<file path="src/rtl/teclado_pkg.sv">
// teclado_pkg
// Shared definitions for the keyboard sequencing controller:
//   - frame_state_e : PS/2 frame receiver states
//   - EV_BRK/EV_EXT/EV_VALID : bit positions inside a key event word
//   - PFX_EXT/PFX_BRK : scan-code prefixes (E0 extended, F0 break)
//   - make_event() : builds a 32-bit event word from code and flags
package teclado_pkg;

  typedef enum logic [1:0] {
    ST_IDLE   = 2'd0,
    ST_DATA   = 2'd1,
    ST_PARITY = 2'd2,
    ST_STOP   = 2'd3
  } frame_state_e;

  localparam int EV_BRK   = 8;
  localparam int EV_EXT   = 9;
  localparam int EV_VALID = 10;

  localparam logic [7:0] PFX_EXT = 8'hE0;
  localparam logic [7:0] PFX_BRK = 8'hF0;

  // Event word: [7:0] code, [8] break, [9] extended, [10] valid, rest zero.
  function automatic logic [31:0] make_event(input logic [7:0] code,
                                             input logic       brk,
                                             input logic       ext);
    logic [31:0] ev;
    ev           = '0;
    ev[7:0]      = code;
    ev[EV_BRK]   = brk;
    ev[EV_EXT]   = ext;
    ev[EV_VALID] = 1'b1;
    return ev;
  endfunction

endpackage

</file>
<file path="src/rtl/teclado_ctrl_if.sv">
// teclado_ctrl_if
// Keyboard-register port bundle.
//   bus_we : bus-side write enable to the keyboard register (we_1) this cycle
//   reg_q  : current keyboard register contents
//   we_2   : keyboard-side write strobe
//   data_2 : keyboard-side write data
// master = the controller, slave = the register / bus side.
interface teclado_ctrl_if;
  logic        bus_we;
  logic [31:0] reg_q;
  logic        we_2;
  logic [31:0] data_2;

  modport master (
    input  bus_we,
    input  reg_q,
    output we_2,
    output data_2
  );

  modport slave (
    output bus_we,
    output reg_q,
    input  we_2,
    input  data_2
  );
endinterface

</file>
<file path="src/rtl/teclado_ctrl_ps2_rx_frame.sv">
// ps2_rx_frame
// PS/2 receiver front end: 2-flop synchronizers on both pins, a level filter
// on ps2_clk, the 11-bit frame FSM (start, 8 data LSB first, odd parity,
// stop) and an inactivity timeout.
// Ports:
//   clk_i, reset_i        : system clock, synchronous active-high reset
//   ps2_clk_i, ps2_data_i : asynchronous PS/2 pins
//   byte_stb_o            : one-cycle strobe, byte_o holds a good byte
//   byte_o                : received byte
//   err_stb_o             : one-cycle strobe, frame discarded (parity/stop/timeout)
module ps2_rx_frame
  import teclado_pkg::*;
#(
  parameter int FILTER_LEN  = 4,
  parameter int TIMEOUT_CYC = 2000
) (
  input  logic       clk_i,
  input  logic       reset_i,
  input  logic       ps2_clk_i,
  input  logic       ps2_data_i,
  output logic       byte_stb_o,
  output logic [7:0] byte_o,
  output logic       err_stb_o
);

  localparam int FCW = (FILTER_LEN > 1) ? $clog2(FILTER_LEN) : 1;
  localparam int TCW = $clog2(TIMEOUT_CYC + 1);

  logic [1:0]     r_clk_sync;
  logic [1:0]     r_dat_sync;
  logic           r_clk_filt;
  logic [FCW-1:0] r_filt_cnt;
  frame_state_e   r_state;
  frame_state_e   w_state_next;
  logic [2:0]     r_bit_cnt;
  logic [7:0]     r_shift;
  logic           r_par;
  logic           r_par_ok;
  logic [TCW-1:0] r_to_cnt;
  logic           r_byte_stb;
  logic [7:0]     r_byte;
  logic           r_err_stb;

  logic w_clk_s;
  logic w_dat_s;
  logic w_filt_flip;
  logic w_fall;
  logic w_timeout;
  logic w_stop_fall;
  logic w_byte_stb;
  logic w_err_stb;

  // Pins idle high, so the synchronizers reset to 1 to avoid a fake edge.
  always_ff @(posedge clk_i) begin
    if (reset_i) begin
      r_clk_sync <= 2'b11;
      r_dat_sync <= 2'b11;
    end else begin
      r_clk_sync <= {r_clk_sync[0], ps2_clk_i};
      r_dat_sync <= {r_dat_sync[0], ps2_data_i};
    end
  end

  assign w_clk_s = r_clk_sync[1];
  assign w_dat_s = r_dat_sync[1];

  // The counter tracks how many consecutive samples differ from the filtered
  // level; the level flips on the FILTER_LEN-th one.
  assign w_filt_flip = (w_clk_s != r_clk_filt) && (r_filt_cnt == FCW'(FILTER_LEN - 1));
  assign w_fall      = w_filt_flip && r_clk_filt;

  always_ff @(posedge clk_i) begin
    if (reset_i) begin
      r_clk_filt <= 1'b1;
      r_filt_cnt <= '0;
    end else if (w_clk_s == r_clk_filt) begin
      r_filt_cnt <= '0;
    end else if (w_filt_flip) begin
      r_clk_filt <= w_clk_s;
      r_filt_cnt <= '0;
    end else begin
      r_filt_cnt <= r_filt_cnt + FCW'(1);
    end
  end

  // A falling edge in the expiry cycle still counts as activity.
  assign w_timeout = (r_state != ST_IDLE) && !w_fall &&
                     (r_to_cnt == TCW'(TIMEOUT_CYC - 1));

  // State register
  always_ff @(posedge clk_i) begin
    if (reset_i) r_state <= ST_IDLE;
    else         r_state <= w_state_next;
  end

  // Next-state logic
  always_comb begin
    w_state_next = r_state;
    if (w_timeout) begin
      w_state_next = ST_IDLE;
    end else if (w_fall) begin
      case (r_state)
        ST_IDLE:   if (!w_dat_s) w_state_next = ST_DATA;
        ST_DATA:   if (r_bit_cnt == 3'd7) w_state_next = ST_PARITY;
        ST_PARITY: w_state_next = ST_STOP;
        ST_STOP:   w_state_next = ST_IDLE;
        default:   w_state_next = ST_IDLE;
      endcase
    end
  end

  // Output logic
  always_comb begin
    w_stop_fall = w_fall && (r_state == ST_STOP);
    w_byte_stb  = w_stop_fall && w_dat_s && r_par_ok;
    w_err_stb   = w_timeout || (w_stop_fall && !(w_dat_s && r_par_ok));
  end

  // Datapath: shift register, running parity, timeout counter, strobes.
  always_ff @(posedge clk_i) begin
    if (reset_i) begin
      r_bit_cnt  <= '0;
      r_shift    <= '0;
      r_par      <= 1'b0;
      r_par_ok   <= 1'b0;
      r_to_cnt   <= '0;
      r_byte_stb <= 1'b0;
      r_byte     <= '0;
      r_err_stb  <= 1'b0;
    end else begin
      r_byte_stb <= w_byte_stb;
      r_err_stb  <= w_err_stb;
      if (w_byte_stb) r_byte <= r_shift;

      if (r_state == ST_IDLE || w_fall || w_timeout) r_to_cnt <= '0;
      else                                           r_to_cnt <= r_to_cnt + TCW'(1);

      if (w_fall) begin
        case (r_state)
          ST_IDLE: begin
            r_bit_cnt <= '0;
            r_par     <= 1'b0;
          end
          ST_DATA: begin
            r_shift   <= {w_dat_s, r_shift[7:1]};
            r_par     <= r_par ^ w_dat_s;
            r_bit_cnt <= r_bit_cnt + 3'd1;
          end
          // Odd parity: data bits XOR parity bit must be 1.
          ST_PARITY: r_par_ok <= r_par ^ w_dat_s;
          default: ;
        endcase
      end
    end
  end

  assign byte_stb_o = r_byte_stb;
  assign byte_o     = r_byte;
  assign err_stb_o  = r_err_stb;

endmodule

</file>
<file path="src/rtl/teclado_ctrl.sv">
// teclado_ctrl
// Sequencing controller for the memory-mapped keyboard register. Receives
// PS/2 frames, decodes E0/F0 prefixes, queues key events in a small FIFO and
// writes them into the register through its keyboard-side port only after
// the CPU has cleared the valid bit, never alongside a bus-side write.
// Optional feature macro: TECLADO_BREAK_FILTER_EN -- when defined, key
// release (F0) events are dropped before the FIFO.
// Ports:
//   clk_i, reset_i        : 10 MHz system clock, synchronous active-high reset
//   ps2_clk_i, ps2_data_i : asynchronous PS/2 pins
//   reg_if (master)       : bus_we/reg_q in, we_2/data_2 out
//   frame_err_o           : one-cycle pulse per discarded frame
//   overflow_o            : sticky, an event was dropped on a full FIFO
module teclado_ctrl
  import teclado_pkg::*;
#(
  parameter int FIFO_DEPTH  = 4,
  parameter int FILTER_LEN  = 4,
  parameter int TIMEOUT_CYC = 2000
) (
  input  logic                  clk_i,
  input  logic                  reset_i,
  input  logic                  ps2_clk_i,
  input  logic                  ps2_data_i,
  teclado_ctrl_if.master        reg_if,
  output logic                  frame_err_o,
  output logic                  overflow_o
);

  localparam int AW = $clog2(FIFO_DEPTH);

  logic        w_byte_stb;
  logic [7:0]  w_byte;
  logic        w_err_stb;

  logic        r_ext;
  logic        r_brk;
  logic        r_overflow;
  logic        r_we_2_d;
  logic [31:0] r_mem [FIFO_DEPTH];
  logic [AW:0] r_wr_ptr;
  logic [AW:0] r_rd_ptr;

  logic        w_is_code;
  logic        w_push;
  logic        w_push_ok;
  logic        w_empty;
  logic        w_full;
  logic        w_issue;
  logic [31:0] w_event;
  logic        w_unused_q;

  ps2_rx_frame #(
    .FILTER_LEN  (FILTER_LEN),
    .TIMEOUT_CYC (TIMEOUT_CYC)
  ) u_rx (
    .clk_i      (clk_i),
    .reset_i    (reset_i),
    .ps2_clk_i  (ps2_clk_i),
    .ps2_data_i (ps2_data_i),
    .byte_stb_o (w_byte_stb),
    .byte_o     (w_byte),
    .err_stb_o  (w_err_stb)
  );

  assign w_is_code = w_byte_stb && (w_byte != PFX_EXT) && (w_byte != PFX_BRK);
  assign w_event   = make_event(w_byte, r_brk, r_ext);

`ifdef TECLADO_BREAK_FILTER_EN
  assign w_push = w_is_code && !r_brk;
`else
  assign w_push = w_is_code;
`endif

  assign w_empty = (r_wr_ptr == r_rd_ptr);
  assign w_full  = (r_wr_ptr[AW] != r_rd_ptr[AW]) &&
                   (r_wr_ptr[AW-1:0] == r_rd_ptr[AW-1:0]);

  // Issue is combinational on bus_we so the two strobes can never overlap.
  // r_we_2_d enforces the hold-off cycle while reg_q catches up.
  assign w_issue = !reset_i && !w_empty && !reg_if.reg_q[EV_VALID] &&
                   !reg_if.bus_we && !r_we_2_d;

  // A pop in the same cycle frees a slot, so a full FIFO still accepts.
  assign w_push_ok = w_push && (!w_full || w_issue);

  always_ff @(posedge clk_i) begin
    if (w_push_ok) r_mem[r_wr_ptr[AW-1:0]] <= w_event;
  end

  always_ff @(posedge clk_i) begin
    if (reset_i) begin
      r_wr_ptr   <= '0;
      r_rd_ptr   <= '0;
      r_overflow <= 1'b0;
      r_we_2_d   <= 1'b0;
    end else begin
      r_we_2_d <= w_issue;
      if (w_push_ok)             r_wr_ptr   <= r_wr_ptr + (AW+1)'(1);
      if (w_issue)               r_rd_ptr   <= r_rd_ptr + (AW+1)'(1);
      if (w_push && !w_push_ok)  r_overflow <= 1'b1;
    end
  end

  // Prefix flags: set by E0/F0, cleared by any other byte (pushed or not)
  // and by a discarded frame.
  always_ff @(posedge clk_i) begin
    if (reset_i || w_err_stb) begin
      r_ext <= 1'b0;
      r_brk <= 1'b0;
    end else if (w_byte_stb) begin
      if (w_byte == PFX_EXT) begin
        r_ext <= 1'b1;
      end else if (w_byte == PFX_BRK) begin
        r_brk <= 1'b1;
      end else begin
        r_ext <= 1'b0;
        r_brk <= 1'b0;
      end
    end
  end

  assign reg_if.we_2   = w_issue;
  assign reg_if.data_2 = w_issue ? r_mem[r_rd_ptr[AW-1:0]] : '0;
  assign frame_err_o   = w_err_stb;
  assign overflow_o    = r_overflow;

  // Only the valid bit of the register matters here.
  assign w_unused_q = ^{reg_if.reg_q[31:EV_VALID+1], reg_if.reg_q[EV_VALID-1:0]};

endmodule

</file>
<file path="src/flat_wrapper.sv">
// flat-port wrapper written by rule: the top's interface ports become plain ports
module teclado_ctrl_flat import teclado_pkg::*;
#(
  parameter int FIFO_DEPTH  = 4,
  parameter int FILTER_LEN  = 4,
  parameter int TIMEOUT_CYC = 2000
)
  (clk_i, reset_i, ps2_clk_i, ps2_data_i, frame_err_o, overflow_o, reg_if_bus_we, reg_if_reg_q, reg_if_we_2, reg_if_data_2);
  teclado_ctrl_if reg_if_i ();
  input  logic clk_i;
  input  logic reset_i;
  input  logic ps2_clk_i;
  input  logic ps2_data_i;
  output logic frame_err_o;
  output logic overflow_o;
  input wire logic [$bits(reg_if_i.bus_we)-1:0] reg_if_bus_we;
  input wire logic [$bits(reg_if_i.reg_q)-1:0] reg_if_reg_q;
  output wire logic [$bits(reg_if_i.we_2)-1:0] reg_if_we_2;
  output wire logic [$bits(reg_if_i.data_2)-1:0] reg_if_data_2;
  assign reg_if_i.bus_we = reg_if_bus_we;
  assign reg_if_i.reg_q = reg_if_reg_q;
  assign reg_if_we_2 = reg_if_i.we_2;
  assign reg_if_data_2 = reg_if_i.data_2;
  teclado_ctrl #(.FIFO_DEPTH(FIFO_DEPTH), .FILTER_LEN(FILTER_LEN), .TIMEOUT_CYC(TIMEOUT_CYC)) u_core (.clk_i(clk_i), .reset_i(reset_i), .ps2_clk_i(ps2_clk_i), .ps2_data_i(ps2_data_i), .reg_if(reg_if_i), .frame_err_o(frame_err_o), .overflow_o(overflow_o));
endmodule
</file>
<file path="config.mk">
export PLATFORM = sky130hd
export DESIGN_NAME = teclado_ctrl_flat
export DESIGN_NICKNAME = d
export VERILOG_FILES = /design/src/rtl/teclado_pkg.sv /design/src/rtl/teclado_ctrl_if.sv /design/src/rtl/teclado_ctrl_ps2_rx_frame.sv /design/src/rtl/teclado_ctrl.sv /design/src/flat_wrapper.sv
export SDC_FILE = /design/constraint.sdc
export NUM_CORES = 1
export LEC_CHECK = 0
export ABC_AREA = 1
export CORE_UTILIZATION = 30
export CTS_BUF_LIST = sky130_fd_sc_hd__clkbuf_4 sky130_fd_sc_hd__clkbuf_8
export CTS_CLUSTER_DIAMETER = 50
export DETAILED_ROUTE_END_ITERATION = 8
export GPL_ROUTABILITY_DRIVEN = 0
export PLACE_DENSITY = 0.59
export SLEW_MARGIN = 20
export SYNTH_ARGS = -nofsm -noshare
export SYNTH_HDL_FRONTEND = slang
export SYNTH_SLANG_ARGS = --single-unit
export TNS_END_PERCENT = 100
</file>
<file path="constraint.sdc">
create_clock -name clk_i -period 2.16 [get_ports clk_i]
set_input_delay 0.216 -clock clk_i [delete_from_list [all_inputs] [get_ports clk_i]]
set_output_delay 0.216 -clock clk_i [all_outputs]
set_load 0.05 [all_outputs]
</file>
* Word-level counts from Yosys, hierarchy flattened
Memory sizes are Yosys's and may differ from the RTL's. A register that Yosys moved wholly into a read port is not among the register bits. Cells that the tools add are included.
Operators by class: add/sub/neg operators 5, equal/unequal tests 18, muxes and demuxes 13, bitwise logic cells 3, reductions and logical operators 45
Operators with widths (count):
- 32-bit two-way mux | 1
- 1-bit logical AND | 18
- 8-bit == test, second input constant | 2
- 8-bit != test, second input constant | 2
- 2-bit AND reduction | 6
- 11-bit by 1-bit adder with 11-bit output, second input constant | 1
- 11-bit == test, second input constant | 1
- 3-bit by 1-bit adder with 3-bit output, second input constant | 3
- 1-bit logical NOT | 9
- 2-bit two-way mux | 4
- 2-bit one-hot mux with 4 select lines | 1
- 2-bit == test, second input constant | 3
- 3-bit one-hot mux with 2 select lines | 1
- 1-bit logical OR | 5
- 1-bit two-way mux | 5
- 2-bit != test, second input constant | 2
- 2-bit nonzero test | 2
- 2-bit OR reduction | 2
- 3-bit == test | 1
- 3-bit == test, second input constant | 1
- 3-bit AND reduction | 1
- 3-bit OR reduction | 1
- 2-bit by 1-bit adder with 2-bit output, second input constant | 1
- 2-bit by 1-bit == test with 1-bit output, second input constant | 1
- other kinds (8) | 10
Storage, ports and cells: register bits 53, memory bits (writable) 40, input port bits 37, output and inout bits 35, logic and storage cells 104, memories 1
Memories:
- u_core.r_mem | words 4, bits a word 10, read ports 1, clocked after Yosys merged registers in 1, write ports 1, line teclado_ctrl.sv:40 | logic [31:0] r_mem [FIFO_DEPTH];

* Depth between registers and ports, before layout
Gate-level depths: netlist of the first run.
depth in word-level cells 10, depth in mapped cells 9, depth with buffers taken out 9

* Cells and area by module
From an unflattened synthesis of the first run, not the netlist that was laid out.
Second synthesis, totals: cells, all modules 475, area, all modules 4177.8 um2
Modules (own cells, without submodules):
- teclado_ctrl | times used 1, cells each 238, area an instance 2368.5 um2, seq. area each 1441.4 um2
- ps2_rx_frame | times used 1, cells each 237, area an instance 1809.2 um2, seq. area each 860.8 um2

* Least setup slack after synthesis of the first run
Ideal clock, no wire load.
kind register to output, from reg u_core.r_wr_ptr[0], to out reg_if_data_2[1], arrival time 1.656 ns, required time 1.944 ns, path slack 0.288 ns, stages on the path, launching flop included 9, buffers on the path 1, path through dfxtp_1 -> inv_1 -> nand2_1 -> nand2_1 -> nor2_2 -> nand3_2 -> nand2_2 -> buf_4 -> a21oi_1
Between the ends: longest elaborated chain between the ends 7
Ends and longest elaborated chain:
- start, declared | line teclado_ctrl.sv:41 | logic [AW:0] r_wr_ptr;
- start signal, assigned | line teclado_ctrl.sv:99 | if (w_push_ok) r_wr_ptr <= r_wr_ptr + (AW+1)'(1);
- 3-bit == test | line teclado_ctrl.sv:75 | assign w_empty = (r_wr_ptr == r_rd_ptr);
- 1-bit logical NOT | line teclado_ctrl.sv:81 | assign w_issue = !reset_i && !w_empty && !reg_if.reg_q[EV_VALID] &&
- 1-bit logical AND (3 in a row) | line teclado_ctrl.sv:81
- 1-bit logical AND | line teclado_ctrl.sv:82 | !reg_if.bus_we && !r_we_2_d;
- 32-bit two-way mux | line teclado_ctrl.sv:124 | assign reg_if.data_2 = w_issue ? r_mem[r_rd_ptr[AW-1:0]] : '0;
- end, declared | line flat_wrapper.sv:19 | output wire logic [$bits(reg_if_i.data_2)-1:0] reg_if_data_2;
No other way between the ends.

==> run_results.csv, run 1 <==
group,metric,value,unit
status,status,"completed",
route,drt_iter0_markers,145,
logic_synthesis,synth_most_common_cell,"nor2_1",
floorplan,die-area,14200,µm²
cells_and_area,multiInputGateArea,1506,µm²
logic_synthesis,ys_seq_area_frac,0.5591,
worst_setup_path,rr_startpoint,"u_core.u_rx.byte_o[4]",
pwr,ir_worst_vdd,0.3985,mV
worst_setup_path,regToRegEndpoint,"u_core.r_mem[1][0]",
grt,grt_pass1_vias,2758,
grt,grt_max_degree,20,
timing,slew_violations,0,
logic_synthesis,syn_inst,454,
worst_setup_path,r2r_cells,7,
floorplan,initial_core_util,0.3097,
timing,skew,0.007763,ns
logic_synthesis,synth_flop_cell,"dfxtp_1",
worst_setup_path,critPathLaunchType,"flop",
logic_synthesis,ys_seq_elements,95,
pwr,p_per_area,658.7,nW/µm²
timing,setup_viol,0,
worst_hold_path,hp-class,"flop to flop",
worst_setup_path,worst_setup_path_end_kind,"output port",
logic_synthesis,yosysWarnings,0,
route,via_per_inst,4.346,
timing,rsz0062_at_grt,"no",
timing,post-route-period-util,0.9454,
worst_setup_path,cp_max_fo,13,
logic_synthesis,synth_area_leaders,"edfxtp_1, dfxtp_1, nor2_1",
logic_synthesis,async_reset_ff_frac,0,
cells_and_area,n_antenna_cell,0,
route,drc_errors,0,
floorplan,core,13300,µm²
clocking,cts_max_path_buffers,2,
pwr,cellLeakagePower,1.892,nW
timing,fin_tns_setup,0,ns
cells_and_area,fin_nets,531,
timing,fmax,489.7,MHz
grt,grt_overflow,0,
floorplan,ios,72,
logic_synthesis,synth_common_cells,"nor2_1, dfxtp_1, nand2_1",
worst_setup_path,cp.arrival,1.83,ns
logic_synthesis,yosysTopAreaCell,"edfxtp_1",
logic_synthesis,avgSynthCellArea,9.070,µm²
grt,track_usage,0.1113,
floorplan,die_y,119.2,µm
route,firstDrtPassIters,4,
floorplan,row_count,42,
cells_and_area,ff_latch_area,2306,µm²
timing,setup_ws,0.1179,ns
clocking,cts.sinks,95,
clocking,cts_buffers,9,
route,routed_wl,7422,µm
worst_hold_path,holdPathStages,1,
logic_synthesis,synth_cell_types,34,
grt,grt_pass1_wl,12410,µm
worst_setup_path,reg2reg_setup_slack,0.51,ns
clocking,cts_root_buffer,"clkbuf_8",
cells_and_area,fillers,1331,
job,drv_cap,0,
cells_and_area,area_delta_synth_final,16.74,%
place,dp.final_hpwl,5215,µm
worst_setup_path,critical_path_required,1.94,ns
route,wl_per_cell,11.21,µm
clocking,post-cts-setup-buffers,0,
place,preCtsSetupSlack,0.2578,ns
timing,hold_violations,0,
clocking,clkLatencyLatePin,0.36,ns
cells_and_area,drive_gt1_frac,0.1214,
worst_hold_path,worstHoldStart,"u_core.u_rx.r_clk_sync[0]",
logic_synthesis,synth-edff-count,40,
grt,antenna_found_initial,0,
clocking,cts_tree,"yes",
route,num_vias,2877,
place,port_buffers,19,
route,antenna_left,0,
logic_synthesis,synth_top_area_frac,0.2917,
logic_synthesis,netlist_area,4118,µm²
clocking,cts_hold_buf,0,
worst_setup_path,criticalPathCategory,"flop to output port",
floorplan,dieWidth,119.2,µm
worst_hold_path,whs_endpoint,"u_core.u_rx.r_clk_sync[1]",
clocking,cts_max_level,3,
clocking,clk_pin_slew,0.09,ns
timing,fin_crit,2.042,ns
[kinds of logic (layout without fill, tap and decap cells)]
group	Yosys count	count (layout)	synth area share
AO/OA/AOI/OAI	89	89	0.1091
XOR/XNOR	4	4	0.008510
adder cells (fa/ha/maj)	13	13	0.03950
buffers and inverters	81	93	0.09662
flip-flops	95	95	0.5591
other	1	21	0.0009107
AND/OR/NAND/NOR	171	171	0.1863
[worst max path at each step]
stage,startpoint,endpoint,slack [ns],depth (start not counted)
floorplan,u_core.r_wr_ptr[0],reg_if_data_2[1],0.29,8
global placement,reset_i,reg_if_data_2[7],0.26,7
detailed placement,reset_i,reg_if_data_2[6],0.26,7
CTS,u_core.r_wr_ptr[1],reg_if_we_2,0.04,8
global route,flop,reg_if_data_2[5],0.006,6
finish,flop,reg_if_data_2[5],0.12,6
[cell usage in the layout (no fill, tap or decap), types with 2 or more instances in the layout]
master	n
nor2_2	2
inv_2	2
buf_4	9
buf_12	12
nand4_1	3
clkbuf_4	2
conb_1	21
nand3_1	12
nand3_4	2
clkbuf_8	9
xor2_1	3
or2_2	4
nor3_1	3
o21ai_0	44
nand3_2	2
ha_1	13
a21oi_1	39
inv_1	44
clkinvlp_4	3
dfxtp_1	52
edfxtp_1	40
nand2_1	48
nor2_1	87
dfxtp_2	3
o21ai_1	4
clkdlybuf4s50_1	7
[power breakdown]
group          internal, W  switching, W
clock network     0.000576      0.000615
logic            0.0000173      0.000100
registers          0.00186    0.00000229
total              0.00245      0.000717
[layer usage]
| layer | GRT usage | up-vias | part of all wire |
|---|---|---|---|
| li1 | - | 1504 | - |
| met1 | 0.1242 | 1317 | 0.45 |
| met2 | 0.2053 | 49 | 0.51 |
| met3 | 0.03161 | 7 | 0.034 |
| met4 | 0.02848 | 0 | 0.0075 |
| met5 | 0 | - | 0 |
[what timing repair did]
action | CTS | global route
resized for setup | 3 | 4
cloned | 1 | 0
setup endpoints to repair | 9 | 11
[registers in the layout, summed over array words and instances (netlist names), named ones only]
register / cells
u_core.r_brk: 1
u_core.u_rx.byte_stb_o: 1
u_core.r_ext: 1
u_core.u_rx.r_filt_cnt: 2
u_core.u_rx.r_shift: 8
u_core.u_rx.r_bit_cnt: 3
u_core.r_rd_ptr: 3
u_core.u_rx.r_to_cnt: 11
u_core.r_wr_ptr: 3
u_core.u_rx.r_dat_sync: 2
u_core.u_rx.r_state: 2
u_core.u_rx.byte_o: 8
u_core.r_we_2_d: 1
u_core.u_rx.r_par_ok: 1
u_core.overflow_o: 1
u_core.u_rx.err_stb_o: 1
u_core.u_rx.r_clk_filt: 1
u_core.u_rx.r_par: 1
u_core.u_rx.r_clk_sync: 2
u_core.r_mem: 40
[final cells by class]
| cell class | instances | area share |
|---|---|---|
| Sequential cell | 95 | 0.4797 |
| Clock buffer | 11 | 0.02889 |
| Timing Repair inverter | 1 | 0.001562 |
| Timing Repair Buffer | 28 | 0.07860 |
| Clock inverter | 5 | 0.01379 |
| Inverter | 48 | 0.03826 |
| Multi-Input combinational cell | 298 | 0.3134 |
| Tap cell | 176 | 0.04581 |
[through the flow]
| step | util | cell area (µm²) | cells | hold slack [ns] | total power [W] |
|---|---|---|---|---|---|
| floorplan | - | 4193 | 474 | 0.3198 | 0.002030 |
| CTS | 0.3605 | 4793 | 662 | 0.4031 | 0.003200 |
| finish | 0.3616 | 4807 | 662 | 0.4112 | 0.003166 |
| global route | 0.3616 | 4807 | 662 | 0.4161 | 0.003285 |
| global placement | 0.3440 | 4573 | 645 | 0.3928 | 0.002017 |
| detailed placement | 0.3440 | 4573 | 645 | 0.3937 | 0.002017 |
[critical path: stages, from the launching register on]
cell and delay (ns):
dfxtp_2 0.53, buf_4 0.24, nor2_1 0.06, nor2_1 0.08, o21ai_0 0.09, a21oi_1 0.28, buf_12 0.18
No activity file was read; power rests on OpenSTA's default activity.
==> inputs of run 2 (changes only) <==
Settings changed: CTS_BUF_LIST sky130_fd_sc_hd__clkbuf_4 sky130_fd_sc_hd__clkbuf_8 to sky130_fd_sc_hd__clkbuf_8.
Clock period 2.16 ns to 2.3 ns, I/O delays scaled along.
==> run 2 against run 1 <==
Die area unchanged. Wire length decreased by 2.2%. Hold slack better by 0.0025 ns. Clock-buffer cell count down 2. Critical path depth increased by 2. Power decreased by 8.8%. Clock power down 13%. Design area down 0.65%. Critical path type unchanged. Critical endpoint is now reg_if_data_2[10]. Highest routed layer unchanged.
==> run_results.csv, run 2 (synthesis results as in run 1) <==
group,metric,value,unit
status,status,"completed",
clocking,clk_pin_slew,0.09,ns
pwr,cellLeakagePower,1.906,nW
worst_setup_path,r2r_cells,7,
route,drt_iter0_markers,118,
timing,fin_crit,2.096,ns
worst_hold_path,whs_endpoint,"u_core.u_rx.r_dat_sync[1]",
worst_setup_path,criticalPathCategory,"flop to output port",
cells_and_area,drive_gt1_frac,0.1129,
grt,grt_pass1_wl,12400,µm
grt,grt_max_degree,20,
route,firstDrtPassIters,6,
grt,track_usage,0.1106,
cells_and_area,largest_reg_flops,40,
floorplan,die-area,14200,µm²
floorplan,row_count,42,
timing,rsz0062_at_grt,"no",
cells_and_area,n_antenna_cell,0,
route,drc_errors,0,
route,wl_per_cell,10.95,µm
worst_hold_path,hp-class,"flop to flop",
worst_setup_path,rr_startpoint,"u_core.u_rx.byte_o[4]",
timing,skew,0.01571,ns
timing,worst_pin_slew,0.5060,ns
place,preCtsSetupSlack,0.4075,ns
clocking,cts_root_buffer,"clkbuf_8",
clocking,cts_tree,"yes",
floorplan,initial_core_util,0.3097,
floorplan,dieWidth,119.2,µm
floorplan,ios,72,
worst_setup_path,max_stage_delay,0.41,ns
worst_hold_path,holdPathStages,1,
pwr,p_per_area,604.3,nW/µm²
clocking,cts_buffers,9,
worst_setup_path,crit_buf_inv,3,
worst_setup_path,cp.arrival,1.87,ns
cells_and_area,fin_nets,532,
route,num_vias,2850,
pwr,ir_worst_vdd,0.3254,mV
cells_and_area,final_common_cell,"nor2_1",
timing,hold_violations,0,
floorplan,core,13300,µm²
clocking,cts_hold_buf,0,
floorplan,die_y,119.2,µm
worst_setup_path,critPathLaunchType,"flop",
place,port_buffers,19,
route,via_per_inst,4.299,
worst_setup_path,reg2reg_setup_slack,0.62,ns
place,dp.final_hpwl,5115,µm
worst_setup_path,slowest_stage,"dfxtp_1",
grt,antenna_found_initial,0,
clocking,cts.sinks,95,
worst_setup_path,cp_max_fo,15,
timing,relSlewSlack,0.6616,
cells_and_area,layout_common_cells,"nor2_1, dfxtp_1, nand2_1, inv_1, o21ai_0",
worst_setup_path,path_delay_family,"simple AND/OR/NAND/NOR gates",
job,drv_cap,0,
worst_setup_path,regToRegEndpoint,"u_core.r_mem[3][1]",
timing,slew_violations,0,
clocking,clkLatencyLatePin,0.37,ns
cells_and_area,area_delta_synth_final,15.98,%
route,routed_wl,7261,µm
timing,fmax,477.1,MHz
worst_setup_path,worst_setup_path_end_kind,"output port",
clocking,cts_max_level,3,
timing,setup_viol,0,
worst_hold_path,worstHoldStart,"u_core.u_rx.r_dat_sync[0]",
timing,post-route-period-util,0.9114,
grt,grt_pass1_vias,2732,
worst_setup_path,critical_path_required,2.07,ns
grt,grt_overflow,0,
timing,fin_tns_setup,0,ns
worst_setup_path,crit_chain,"inv_1 > nand2_1 > nand2_1 > nor2_2 > nand3_2 > nand2_4 > inv_1 > buf_12",
timing,setup_ws,0.2039,ns
clocking,cts_max_path_buffers,2,
route,antenna_left,0,
-- run 2: cell types whose count changed in the layout (fill, tap and decap cells not counted), moves of 2 or more --
| cell | previous run | this run |
|---|---|---|
| buf_4 | 9 | 11 |
| dfxtp_1 | 52 | 55 |
| clkbuf_4 | 2 | 0 |
| inv_6 | 1 | 4 |
| dfxtp_2 | 3 | 0 |
| clkinvlp_4 | 3 | 0 |
-- run 2: per-layer routing --
layer,GRT usage,wire length [µm],vias up
li1,-,-,1502
met1,0.1288,3279,1291
met2,0.1908,3607,51
met3,0.03784,316,6
met4,0.03244,57,0
met5,0,0,-
-- run 2: power breakdown --
part	internal, W	switching (W)	leakage [nW]
logic	0.0000162	0.0000937	0.944
registers	0.00174	0.00000209	0.867
clock network	0.000414	0.000617	0.0946
total	0.00217	0.000712	1.91
-- run 2: final cells by class --
cell class,count,area [µm²]
clock buffer,9,123.9
clock inverter,7,58.81
fill,1337,8519
inverter,48,180.2
multi-input combinational,298,1498
sequential,95,2302
tap,176,220.2
timing repair buffer,30,392.9
-- run 2: worst max-delay path by stage --
| stage | startpoint | end | slack [ns] | cells after the start |
|---|---|---|---|---|
| 3_3_place_gp | reg_if_bus_we | reg_if_data_2[0] | 0.40 | 7 |
| 5_1_grt | u_core.r_wr_ptr[0] | reg_if_data_2[10] | 0.002 | 8 |
| 6_report | u_core.r_wr_ptr[1] | reg_if_data_2[10] | 0.20 | 8 |
| 4_1_cts | u_core.r_wr_ptr[1] | reg_if_data_2[10] | 0.03 | 8 |
| 3_5_place_dp | reset_i | u_core.r_mem[3][4] | 0.41 | 9 |
| 2_1_floorplan | u_core.r_wr_ptr[0] | reg_if_data_2[1] | 0.41 | 8 |
-- run 2: repair_timing --
action                     CTS  global route
resized for setup            0             1
setup endpoints to repair    0             3
buffers inserted             0             0
-- run 2: metrics by stage --
stage                     total power [W]  utilization  hold slack (ns)  instance area, µm²  instances
after floorplan                  0.001907            -           0.3338                4193        474
after detailed placement         0.001894       0.3451           0.3940                4588        647
after global placement           0.001894       0.3451           0.3911                4588        647
final                            0.002886       0.3592           0.4137                4776        663
after CTS                        0.002927       0.3588           0.4067                4771        663
after global routing             0.003005       0.3592           0.4073                4776        663
==> RTL change, RTL diff (config.mk and constraints of run 1) <==
`FILTER_LEN` is set to 4 in 3 places; all go to 8.
--- a/src/rtl/teclado_ctrl_ps2_rx_frame.sv
+++ b/src/rtl/teclado_ctrl_ps2_rx_frame.sv
@@ -11,7 +11,7 @@
 module ps2_rx_frame
   import teclado_pkg::*;
 #(
-  parameter int FILTER_LEN  = 4,
+  parameter int FILTER_LEN  = 8,
   parameter int TIMEOUT_CYC = 2000
 ) (
   input  logic       clk_i,
--- a/src/rtl/teclado_ctrl.sv
+++ b/src/rtl/teclado_ctrl.sv
@@ -15,7 +15,7 @@
   import teclado_pkg::*;
 #(
   parameter int FIFO_DEPTH  = 4,
-  parameter int FILTER_LEN  = 4,
+  parameter int FILTER_LEN  = 8,
   parameter int TIMEOUT_CYC = 2000
 ) (
   input  logic                  clk_i,
--- a/src/flat_wrapper.sv
+++ b/src/flat_wrapper.sv
@@ -2,7 +2,7 @@
 module teclado_ctrl_flat import teclado_pkg::*;
 #(
   parameter int FIFO_DEPTH  = 4,
-  parameter int FILTER_LEN  = 4,
+  parameter int FILTER_LEN  = 8,
   parameter int TIMEOUT_CYC = 2000
 )
   (clk_i, reset_i, ps2_clk_i, ps2_data_i, frame_err_o, overflow_o, reg_if_bus_we, reg_if_reg_q, reg_if_we_2, reg_if_data_2);
Check against the original RTL: same outputs for any inputs over 10 cycles, from zero or initial values and one cycle with reset_i high; that may be too few to reach the edited logic, so the function may still have changed.
==> RTL change against run 1 <==
  * Maximum frequency rose by 2.5%
  * Setup slack improved by 0.050 ns
  * Sequential cell count up 1
  * Largest cell class unchanged
  * Final area is essentially flat
  * Via count about the same
  * Critical path depth is 2 higher
  * Total power fell by 2.2%
  * Wire length is 1.5% higher
  * Critical endpoint is now reg_if_data_2[10]
  * Register-to-register slack worse by 0.09 ns
  * Area after synthesis rose by 0.79%
==> RTL change: results (changes against run 1) <==
DRT met1 WL=3.455 mm (+3.7%); GRT Util Overall=11.11% (-0.022 points); most instantiated cells after synthesis=94 x nor2_1, 56 x dfxtp_1, 46 x nand2_1; Pleak=0.001922 uW (+1.6%); dpl ws=0.1791 ns (-0.07872 ns); Iteration-0 DRC Markers=139 (-4.1%); first-pass GRT wire length=12.58 mm (+1.3%); Worst Path Arrival=1.78 ns (-0.05 ns); Avg Synthesized Cell Area=9.121 um^2 (+0.57%); post-place instance area=4594 um^2 (+0.47%); wire per inst=11.37 um (+1.4%); PD cells=644.0 nW/um^2 (-2.2%); CP Max Fanout=7 (-6); Distinct cells, synth=33 (-2.9%); Area contributors post-synth=edfxtp_1 29%, dfxtp_1 27%, nor2_1 8.5%; Post-Layout Cell Count=663 (+0.15%); met2 usage=19.62% (-0.91 points); fraction of layout cells with a size suffix above 1=12.53% (+0.39 points); Clock Skew=0.01073 ns (+0.002967 ns); pin count of the biggest net entering global routing=22 (+10%); FILL cells=1,370 (+2.9%); Hold Path Class=in -> reg; post-CTS sizing=1 (-2); Total Nets Final=533 (+0.38%); vias in the first global route=2,777 (+0.69%); met3 wire length=304 um (+21%); Seq/Total Area, Yosys=55.95% (about the same); DP HPWL=5.063 mm (-2.9%); Global Route met1 Usage=12.63% (+0.21 points); drt pass-1 iters=5 (+1); Largest stage delay, worst path=0.41 ns (-0.12 ns); status=complete, no violations; routed wl met2=3.695 mm (-2.3%); via count=2,875 (-0.070%)
[RTL change: cell types whose count changed after synthesis, moves of 3 or more]
| cell | delta |
|---|---|
| inv_1 | -3 |
| o21ai_0 | -3 |
| nor3_2 | +3 |
| nor2_1 | +7 |
[RTL change: kinds of logic (layout without fill, tap and decap cells)]
family | after synthesis | in the layout | synth area share (%)
other | 1 | 21 | 0.09036
xor gates and xnor gates | 6 | 6 | 1.266
buffers and inverters | 79 | 90 | 9.677
AOI/OAI and AO/OA | 84 | 84 | 10.25
and+or+nand+nor | 175 | 176 | 18.54
DFF | 96 | 96 | 55.95
adders and majority gates | 14 | 14 | 4.221
[RTL change: layout make-up]
type                            instances  share of cell area (%)
Clock buffer                           10                   2.862
Clock inverter                          6                  0.9888
Inverter                               44                   3.435
Multi-Input combinational cell        301                   31.62
Sequential cell                        96                   48.35
Tap cell                              176                   4.580
Timing Repair Buffer                   30                   8.171
[RTL change: final timing paths]
check / from / endpoint / slack, ns / cells after the start
setup / recovery: u_core.r_rd_ptr[1] / reg_if_data_2[10] / 0.17 / 8
hold reg to reg: u_core.u_rx.r_dat_sync[0] / u_core.u_rx.r_dat_sync[1] / 0.42 / 1
setup reg to reg: u_core.u_rx.r_filt_cnt[0] / u_core.u_rx.r_to_cnt[10] / 0.42 / 8
hold / removal: ps2_clk_i / u_core.u_rx.r_clk_sync[0] / 0.41 / 2
[RTL change: critical path, delay by kind of cell (launching register included)]
| family | cells | cell delay [ns] |
|---|---|---|
| simple gates | 5 | 0.61 |
| buf+inv | 3 | 0.39 |
| flops | 1 | 0.41 |
[RTL change: power groups by stage]
stage	registers (uW)	logic, uW	clock network (uW)
after floorplan	1920	131	0
after global placement	1920	116	0
after detailed placement	1920	116	0
after CTS	1880	117	1140
after global routing	1880	126	1210
final	1880	117	1100
